===== src/rtl/latch_if_id_queue.sv =====
// IF/ID decoupling queue: FWFT circular buffer between fetch and decode with
// bubble output when empty. Optional stall statistics under LATCH_IF_ID_QUEUE_STATS_EN.
module latch_if_id_queue #(
  parameter int DATA_WIDTH = 32,
  parameter int ADDR_WIDTH = 32,
  parameter int DEPTH      = 4,
  localparam int PW = $clog2(DEPTH),
  localparam int CW = PW + 1
) (
  input  logic                  clock,
  input  logic                  reset,
  input  logic                  flush,
  input  logic                  if_valid,
  input  logic [ADDR_WIDTH-1:0] if_pc,
  input  logic [DATA_WIDTH-1:0] if_instruction,
  output logic                  if_ready,
  input  logic                  id_stall,
  output logic                  id_valid,
  output logic [ADDR_WIDTH-1:0] id_pc,
  output logic [DATA_WIDTH-1:0] id_instruction,
  output logic [CW-1:0]         count
`ifdef LATCH_IF_ID_QUEUE_STATS_EN
  ,
  output logic [15:0]           full_stall_count
`endif
);

  typedef struct packed {
    logic [ADDR_WIDTH-1:0] pc;
    logic [DATA_WIDTH-1:0] instr;
  } entry_t;

  localparam logic [CW-1:0] DEPTH_C = CW'(DEPTH);

  entry_t          mem_q [DEPTH];
  logic [PW-1:0]   wr_ptr_q, wr_ptr_d;
  logic [PW-1:0]   rd_ptr_q, rd_ptr_d;
  logic [CW-1:0]   count_q, count_d;
  logic            enq, deq;
  entry_t          head;

  // Handshakes depend only on registered occupancy, never on id_stall.
  assign if_ready = (count_q < DEPTH_C);
  assign id_valid = (count_q != '0);
  assign enq      = if_valid && if_ready && !flush && !reset;
  assign deq      = id_valid && !id_stall && !flush && !reset;

  always_comb begin
    wr_ptr_d = wr_ptr_q;
    rd_ptr_d = rd_ptr_q;
    count_d  = count_q;
    if (reset || flush) begin
      wr_ptr_d = '0;
      rd_ptr_d = '0;
      count_d  = '0;
    end else begin
      if (enq) wr_ptr_d = wr_ptr_q + PW'(1);
      if (deq) rd_ptr_d = rd_ptr_q + PW'(1);
      case ({enq, deq})
        2'b10:   count_d = count_q + CW'(1);
        2'b01:   count_d = count_q - CW'(1);
        default: count_d = count_q;
      endcase
    end
  end

  always_ff @(posedge clock) begin
    wr_ptr_q <= wr_ptr_d;
    rd_ptr_q <= rd_ptr_d;
    count_q  <= count_d;
  end

  // Storage is deliberately not reset; occupancy alone defines validity.
  always_ff @(posedge clock) begin
    if (enq) mem_q[wr_ptr_q] <= '{pc: if_pc, instr: if_instruction};
  end

  assign head           = mem_q[rd_ptr_q];
  assign id_pc          = id_valid ? head.pc    : '0;
  assign id_instruction = id_valid ? head.instr : '0;
  assign count          = count_q;

`ifdef LATCH_IF_ID_QUEUE_STATS_EN
  logic [15:0] fs_cnt_q, fs_cnt_d;

  // Saturating count of fetch-blocked cycles; flush does not clear it.
  always_comb begin
    fs_cnt_d = fs_cnt_q;
    if (if_valid && !if_ready && (fs_cnt_q != 16'hFFFF))
      fs_cnt_d = fs_cnt_q + 16'd1;
  end

  always_ff @(posedge clock) begin
    if (reset) fs_cnt_q <= '0;
    else       fs_cnt_q <= fs_cnt_d;
  end

  assign full_stall_count = fs_cnt_q;
`endif

endmodule


===== config.mk =====
export PLATFORM = sky130hd
export DESIGN_NAME = latch_if_id_queue
export DESIGN_NICKNAME = d
export VERILOG_FILES = /design/src/rtl/latch_if_id_queue.sv
export SDC_FILE = /design/constraint.sdc
export NUM_CORES = 1
export LEC_CHECK = 0
export CAP_MARGIN = 20
export CORE_MARGIN = 2
export CORE_UTILIZATION = 35
export DETAILED_ROUTE_END_ITERATION = 10
export GPL_ROUTABILITY_DRIVEN = 0
export GPL_TIMING_DRIVEN = 0
export PLACE_DENSITY = 0.62
export SETUP_SLACK_MARGIN = 0.3
export SYNTH_ARGS = -nofsm -noshare
export SYNTH_HDL_FRONTEND = slang
export SYNTH_SLANG_ARGS = --single-unit

===== constraint.sdc =====
create_clock -name clock -period 3.7 [get_ports clock]
set_input_delay 1.11 -clock clock [delete_from_list [all_inputs] [get_ports clock]]
set_output_delay 1.11 -clock clock [all_outputs]
set_load 0.005 [all_outputs]

# --- After elaboration in Yosys (flattened, before gate mapping) ---
# Memory sizes are Yosys's and may differ from the RTL's. A register that Yosys moved wholly into a read port is not among the register bits.
# Index checks and enable logic that the tools add are counted.
totals:
  reg_bits: 7
  ram_bits: 256
  in_bits: 69
  output_inout_bits: 69
  wordCells: 30
  n_memories: 1
memory_table:
  columns: ["memory", "words", "word_bits", "read_ports", "rd_ports_with_merged_regs", "wr", "line_no", "text"]
  rows:
  - ["mem_q", 4, 64, 1, 1, 1, "35", "entry_t mem_q [DEPTH];"]
classes:
  addsub: 4
  n_lt_le_gt_ge: 1
  n_eq_ne: 2
  mux: 7
  reduce_logical: 12
ops:
  columns: ["op", "count"]
  rows:
  - ["$mux W32", 2]
  - ["$logic_and A1 B1 Y1", 6]
  - ["$pmux W3 S2", 1]
  - ["$add A2 B1 Y2 const B", 2]
  - ["$mux W2", 2]
  - ["$add A3 B1 Y3 const B", 1]
  - ["$logic_not A1 Y1", 3]
  - ["$lt A3 B3 Y1 const B", 1]
  - ["$reduce_bool A3 Y1", 1]
  - ["$sub A3 B1 Y3 const B", 1]
  - ["$eq A2 B1 Y1 const B", 1]
  - ["$eq A2 B2 Y1 const B", 1]
  - ["$mux W1", 2]
  - ["$reduce_bool A2 Y1", 1]
  - ["$logic_or A1 B1 Y1", 1]

# --- Logic depth before layout (Yosys ltp) ---
# Gate-level depths: netlist of the first run.
depth:
  word_depth: 6
  depth_mapped: 9
  ltp_nobuf: 8

# --- Least setup slack after synthesis of the first run ---
# No wires, ideal clock.
synth_path:
  path_kind: "input-to-reg"
  start: "input flush"
  end: "memory mem_q[1][0] (netlist name), enable pin"
  setup_ns: 0.429
  arrival_time_ns: 3.112
  required_ns: 3.271
  path_slack_ns: 0.159
  path_stages: 2
  n_path_buf: 0
  path_cell_list: "nor4b_2 -> and2_1"
synth_via:
  elab_chain_cells: 5
synth_rtl:
  columns: ["item", "line_no", "text"]
  rows:
  - ["start: declaration", "12", "input logic flush,"]
  - ["$logic_not A1 Y1", "45", "assign enq = if_valid && if_ready && !flush && !reset;"]
  - ["$logic_and A1 B1 Y1 (2 in a row)", "45", null]
  - ["$mux W1", "75", "if (enq) mem_q[wr_ptr_q] <= '{pc: if_pc, instr: if_instruction};"]
  - ["$mux W1 (not written as such)", "75", null]
  - ["end: declaration", "35", null]
# Every way passes these cells.

==> results.yml, run 1 <==
routing:
  dr_wl_met2_mm: 10.6
  firstDrtPassIters: 4
  top_layer_used: "met4"
  drtIter0Drc: 347
  wl_mm: 20.3
  via_count: 4949
  vias_per_cell: 4.69
  antenna_left: 0
  drt-wirelength-per-cell_um: 19.3
  drc: 0
  wl_met1_mm: 8.19
  routed-wl-met3_mm: 1.06
timing:
  clock_skew_ns: 0.00574
  setup_violations: 0
  min_period_ns: 3.45
  relSlewSlack_pct: 56.3
  min_period_over_period_pct: 93.1
  finalMaxSlewViolations: 0
  hold-worst-slack_ns: 0.513
  tightest_slew_ns: 0.654
  rsz0062_at_grt: "true"
  hold_viol_final: 0
  fmax_ghz: 0.290
  finalWorstSetupSlack_ns: 0.254
critical_path:
  crit_type: "reg -> out"
  crit_chain: "buf_12 > buf_12 > mux4_2 > nor2b_1 > clkdlybuf4s50_1"
  critPathSlowestCell: "mux4_2"
  cp_slowest_stage_delay_ns: 0.50
  r2r-start: "count[2]"
  cp-start-kind: "flip-flop"
  critPathCaptureType: "primary output"
  crit_path_max_fanout: 10
  crit_required_ns: 2.59
  worstPathArrival_ns: 2.34
  crit_top_cell: "buf_12"
logic_synthesis:
  async_flop_share_pct: 0
  netlist_area_mm2: 0.0102
  yosysTopAreaCellShare_pct: 75.6
  netlist_top_cells_area: "edfxtp_1, mux4_2, nor2b_1"
  netlist_instances: 459
  yosys.area_share.simple_pct: 5.19
  synth_nets: 534
  synthMuxAreaShare_pct: 14.2
  synth_cell_types: 27
  synth_compound_area_share_pct: 0.467
  synth_top_family_by_area: "multiplexers"
  synth_edf_count: 256
  seq_area_frac_synth_pct: 77.4
  synth_fa_ha_area_share_pct: 0.812
  syn_area_per_cell_um2: 22.2
  yosys_most_used_dff: "edfxtp_1"
  yosys_warnings: 0
  synth_seq_cells: 265
  yosys.area.top_type: "edfxtp_1"
  yosys.area_share.xor_xnor_pct: 0.258
pwr:
  leakage_nw: 4.77
  clkPwrFrac_pct: 44.7
  swShare_pct: 18.5
  p_switching_mw: 1.19
  combPwrFrac_pct: 3.4
  ir_worst_vdd_mv: 0.348
  p_int_mw: 5.22
  seq_power_share_pct: 51.9
  power.total_mw: 6.41
  pwr_density_cell_mw_per_mm2: 478
global_routing:
  grt_max_degree: 34
  antenna_found_initial: 0
  grt-ovfl-total: 0
  grt_usage_pct: 13.2
  grt_pass1_vias: 5432
  grt_pass1_wl_mm: 30.8
floorplanning:
  coreArea_mm2: 0.0286
  io_pins: 138
  initial_utilization_pct: 35.5
  die_width_um: 174
  rows: 62
  dieHeight_um: 174
  design.die.area_mm2: 0.0304
clock_network:
  cts.clk_slew.worst_paths_ns: 0.06
  htreeDepth: 1
  clock_path_buffers: 3
  cts_root_buf: "clkbuf_16"
  clkLatencyLatePin_ns: 0.53
  cts_buffers: 28
  cts.sinks: 265
  cts_tree: "yes"
worst_hold_path:
  hp-start: "rd_ptr_q[1]"
  hold_path.class: "reg -> reg"
job:
  cap_violations: 0
placed_design:
  io_buffers: 137
  place_ws_ns: 0.0517
  dp_hpwl_mm: 12.6
finish:
  antenna_cells: 0
  post_route_cells_drive_above_1_share_pct: 23.2
  most-common-layout-cells: "edfxtp_1, clkdlybuf4s50_1, mux4_2"
  final_util_pct: 46.9
  final_nets: 724
  layout_commonest_cell: "edfxtp_1"
  syn_to_final_growth_pct: 31.9
outcome:
  status: "finished clean"
## worst paths after layout
kind	to	slack, ns	cells past startpoint
worst min register to register	flip-flop	0.51	2
worst max-delay path	id_pc[4]	0.25	5
worst min-delay path	flip-flop	0.51	2
worst max register to register	count[2]	1.27	10
## power by group through the flow
| stage | combinational [mW] | clock [mW] | sequential (mW) |
|---|---|---|---|
| floorplan | 0.0670 | 0 | 3.39 |
| global placement | 0.205 | 0 | 3.39 |
| detailed placement | 0.219 | 0 | 3.39 |
| CTS | 0.223 | 2.96 | 3.33 |
| global route | 0.238 | 3.07 | 3.33 |
| finish | 0.219 | 2.87 | 3.33 |
## metrics by stage
step,TNS (ns),instances,area [um2]
after floorplan,0,459,10200
after detailed placement,0,984,12100
after global placement,-85.18,980,12000
after CTS,0,1039,13200
after global routing,0,1055,13400
final,0,1055,13400
## sequential cells by signal (all words and copies together), names as in the netlist, named ones only
register,flops
count,3
rd_ptr_q,2
wr_ptr_q,2
mem_q,256
## synthesized netlist by cell type, types with 2 or more instances
library cell,n
clkbuf_1,7
or3_1,3
buf_2,6
buf_6,7
and2_1,4
o21ai_0,3
nor2b_1,57
xor2_1,2
inv_1,8
and2b_1,8
mux4_2,64
ha_1,5
a21oi_1,5
edfxtp_1,256
nor2_1,4
dfxtp_1,9
## kinds of logic after synthesis
kind of cell	count (synthesis)
mux	64
buf+inv	30
compound gates	9
simple gates	82
fa+ha+maj	6
flops	265
xor+xnor	3
## critical path: cells and delay by family, from the launching register on
kind	cells	cell delay [ns]
buffers and inverters	3	0.77
flip-flops	1	0.38
multiplexers	1	0.50
AND/OR/NAND/NOR	1	0.16
## final cells by class
class                   instances  area, um2
well taps                     384        480
repair buffers                160       1710
clock inverters                17        206
fillers                      2385      15200
clock buffers                  35        748
flip-flops and latches        265       7870
plain buffers                  22        238
multi-input cells             164       2140
inverters                       8       30.0
## metal layers
layer / track usage, % / vias to the layer above
li1: - / 2246
met1: 15.8 / 2553
met2: 24.1 / 117
met3: 3.00 / 33
met4: 3.40 / 0
met5: 0 / -
## timing repair
| action | 4_1_cts | 5_1_grt |
|---|---|---|
| cloned | 0 | 2 |
| endpoints found under the setup margin | 65 | 64 |
| pin swaps | 1 | 0 |
| hold buffers | 0 | 0 |
| gates resized for setup | 24 | 39 |
| setup buffers | 3 | 14 |
(Power assumes the default switching activity.)
==> run 2: changes to the inputs <==
Settings changed: PLACE_DENSITY 0.62 to 0.6.
Clock period 3.7 ns to 4 ns, I/O delays scaled along.
==> run 2 against run 1 <==
Effect of this change: setup slack better by 0.13 ns; non-clock buffer count shrank 12; hold slack improved by 0.0038 ns; largest cell class unchanged; largest power group unchanged; highest routed layer unchanged.
==> results.yml, run 2 (synthesis gave the netlist of run 1 again) <==
floorplanning:
  die_width_um: 174
  io_pins: 138
  design.die.area_mm2: 0.0304
  rows: 62
  initial_utilization_pct: 35.5
  dieHeight_um: 174
  coreArea_mm2: 0.0286
timing:
  hold_viol_final: 0
  min_period_over_period_pct: 90.5
  relSlewSlack_pct: 51.8
  fmax_ghz: 0.276
  clock_skew_ns: 0.00972
  finalWorstSetupSlack_ns: 0.381
  min_period_ns: 3.62
  tightest_slew_ns: 0.721
  rsz0062_at_grt: "true"
  setup-tns-final_ns: 0
  finalMaxSlewViolations: 0
  setup_violations: 0
global_routing:
  grt-ovfl-total: 0
  grt_pass1_wl_mm: 30.5
  antenna_found_initial: 0
  grt_pass1_vias: 5351
  grt_max_degree: 34
  grt_usage_pct: 13.0
job:
  cap_violations: 0
finish:
  most-common-layout-cells: "edfxtp_1, clkdlybuf4s50_1, mux4_2"
  seqCellArea_mm2: 0.00787
  fillers: 2408
  final_util_pct: 45.8
  final_nets: 712
  largest_register_ffs: 256
  antenna_cells: 0
  syn_to_final_growth_pct: 28.8
  layout_commonest_cell: "edfxtp_1"
  multi_input_area_mm2: 0.00214
  finalInstanceArea_mm2: 0.0131
  post_route_cells_drive_above_1_share_pct: 21.5
  largest_register: "mem_q"
critical_path:
  cp-start-kind: "flip-flop"
  crit_type: "reg -> out"
  crit_path_max_fanout: 10
  critPathCaptureType: "primary output"
  crit_required_ns: 2.80
  worstPathArrival_ns: 2.42
clock_network:
  holdBufCountCts: 0
  cts_buffers: 28
  htreeDepth: 1
  cts.sinks: 265
  clock_path_buffers: 3
  cts.clk_slew.worst_paths_ns: 0.06
  cts_root_buf: "clkbuf_16"
  clkLatencyLatePin_ns: 0.53
  cts_tree: "yes"
routing:
  drc: 0
  firstDrtPassIters: 4
  antenna_left: 0
  drt-wirelength-per-cell_um: 19.2
  wl_mm: 20.0
  vias_per_cell: 4.70
  via_count: 4896
  drtIter0Drc: 319
pwr:
  clkPwrFrac_pct: 42.6
  pwr_density_cell_mw_per_mm2: 436
  combPwrFrac_pct: 3.5
  seq_power_share_pct: 53.9
  leakage_nw: 4.08
  p_switching_mw: 1.08
  power.total_mw: 5.72
  p_int_mw: 4.63
  swShare_pct: 19.0
  ir_worst_vdd_mv: 0.233
placed_design:
  dpl_cell_area_mm2: 0.0121
  dp_hpwl_mm: 12.5
  io_buffers: 137
  place_ws_ns: 0.225
outcome:
  status: "finished clean"
worst_hold_path:
  hold_path.class: "reg -> reg"
[run 2: cell count changes in the layout (fill, tap and decap cells not counted)]
cell and delta:
clkdlybuf4s50_1 +31, dlymetal6s2s_1 -31, buf_4 -10, buf_12 -4, buf_8 +4, bufinv_16 -3
clkbuf_16 -2, clkinv_2 +2, clkbuf_2 +1, clkbuf_4 -1, dfxtp_1 +1, dfxtp_4 -1
inv_6 -1
[run 2: final cells by class]
| type | instances | share of cell area (%) |
|---|---|---|
| Buffer | 22 | 1.55 |
| Sequential cell | 265 | 60.1 |
| Clock inverter | 15 | 0.898 |
| Inverter | 8 | 0.229 |
| Timing Repair Buffer | 148 | 11.6 |
| Clock buffer | 35 | 5.71 |
| Multi-Input combinational cell | 164 | 16.3 |
| Tap cell | 384 | 3.67 |
[run 2: path summary, 6_finish.rpt]
kind          startpoint                  to  slack [ns]  cells past startpoint
max            flip-flop  id_instruction[17]        0.38                      5
min          rd_ptr_q[1]         rd_ptr_q[1]        0.52                      2
min reg2reg  rd_ptr_q[1]         rd_ptr_q[1]        0.52                      2
max reg2reg     count[2]            count[2]        1.36                     11
[run 2: power by group through the flow]
stage               Sequential, mW  Combinational, mW  Clock (mW)
detailed placement            3.14              0.201           0
global placement              3.14              0.189           0
floorplan                     3.14             0.0618           0
global route                  3.08              0.217        2.60
finish                        3.08              0.202        2.43
CTS                           3.08              0.205        2.50
[run 2: through the flow]
| step | hold slack (ns) | std cells |
|---|---|---|
| detailed placement | 0.500 | 984 |
| global placement | 0.470 | 980 |
| floorplan | 0.459 | 459 |
| global route | 0.566 | 1041 |
| CTS | 0.508 | 1037 |
| finish | 0.517 | 1041 |
[run 2: critical path: stages, from the launching register on]
cell and delay [ns]:
dfxtp_1 0.37, buf_12 0.18, buf_6 0.20, mux4_2 0.53, and2b_1 0.18, clkdlybuf4s50_1 0.44
[run 2: timing repair]
| item | 4_1_cts | 5_1_grt |
|---|---|---|
| setup buffers | 3 | 4 |
| setup endpoints to repair | 61 | 50 |
| endpoints found under the hold margin | 0 | 0 |
| pin swaps | 1 | 0 |
| resized for setup | 12 | 12 |
[run 2: per-layer routing]
metal | GRT usage (%) | part of all wire [%] | wire, um | vias up
met5 | 0 | 0 | 0 | -
met4 | 3.08 | 1.5 | 307 | 0
met1 | 16.1 | 42 | 8320 | 2543
li1 | - | - | - | 2207
met2 | 23.1 | 52 | 10300 | 117
met3 | 2.87 | 5.4 | 1070 | 29
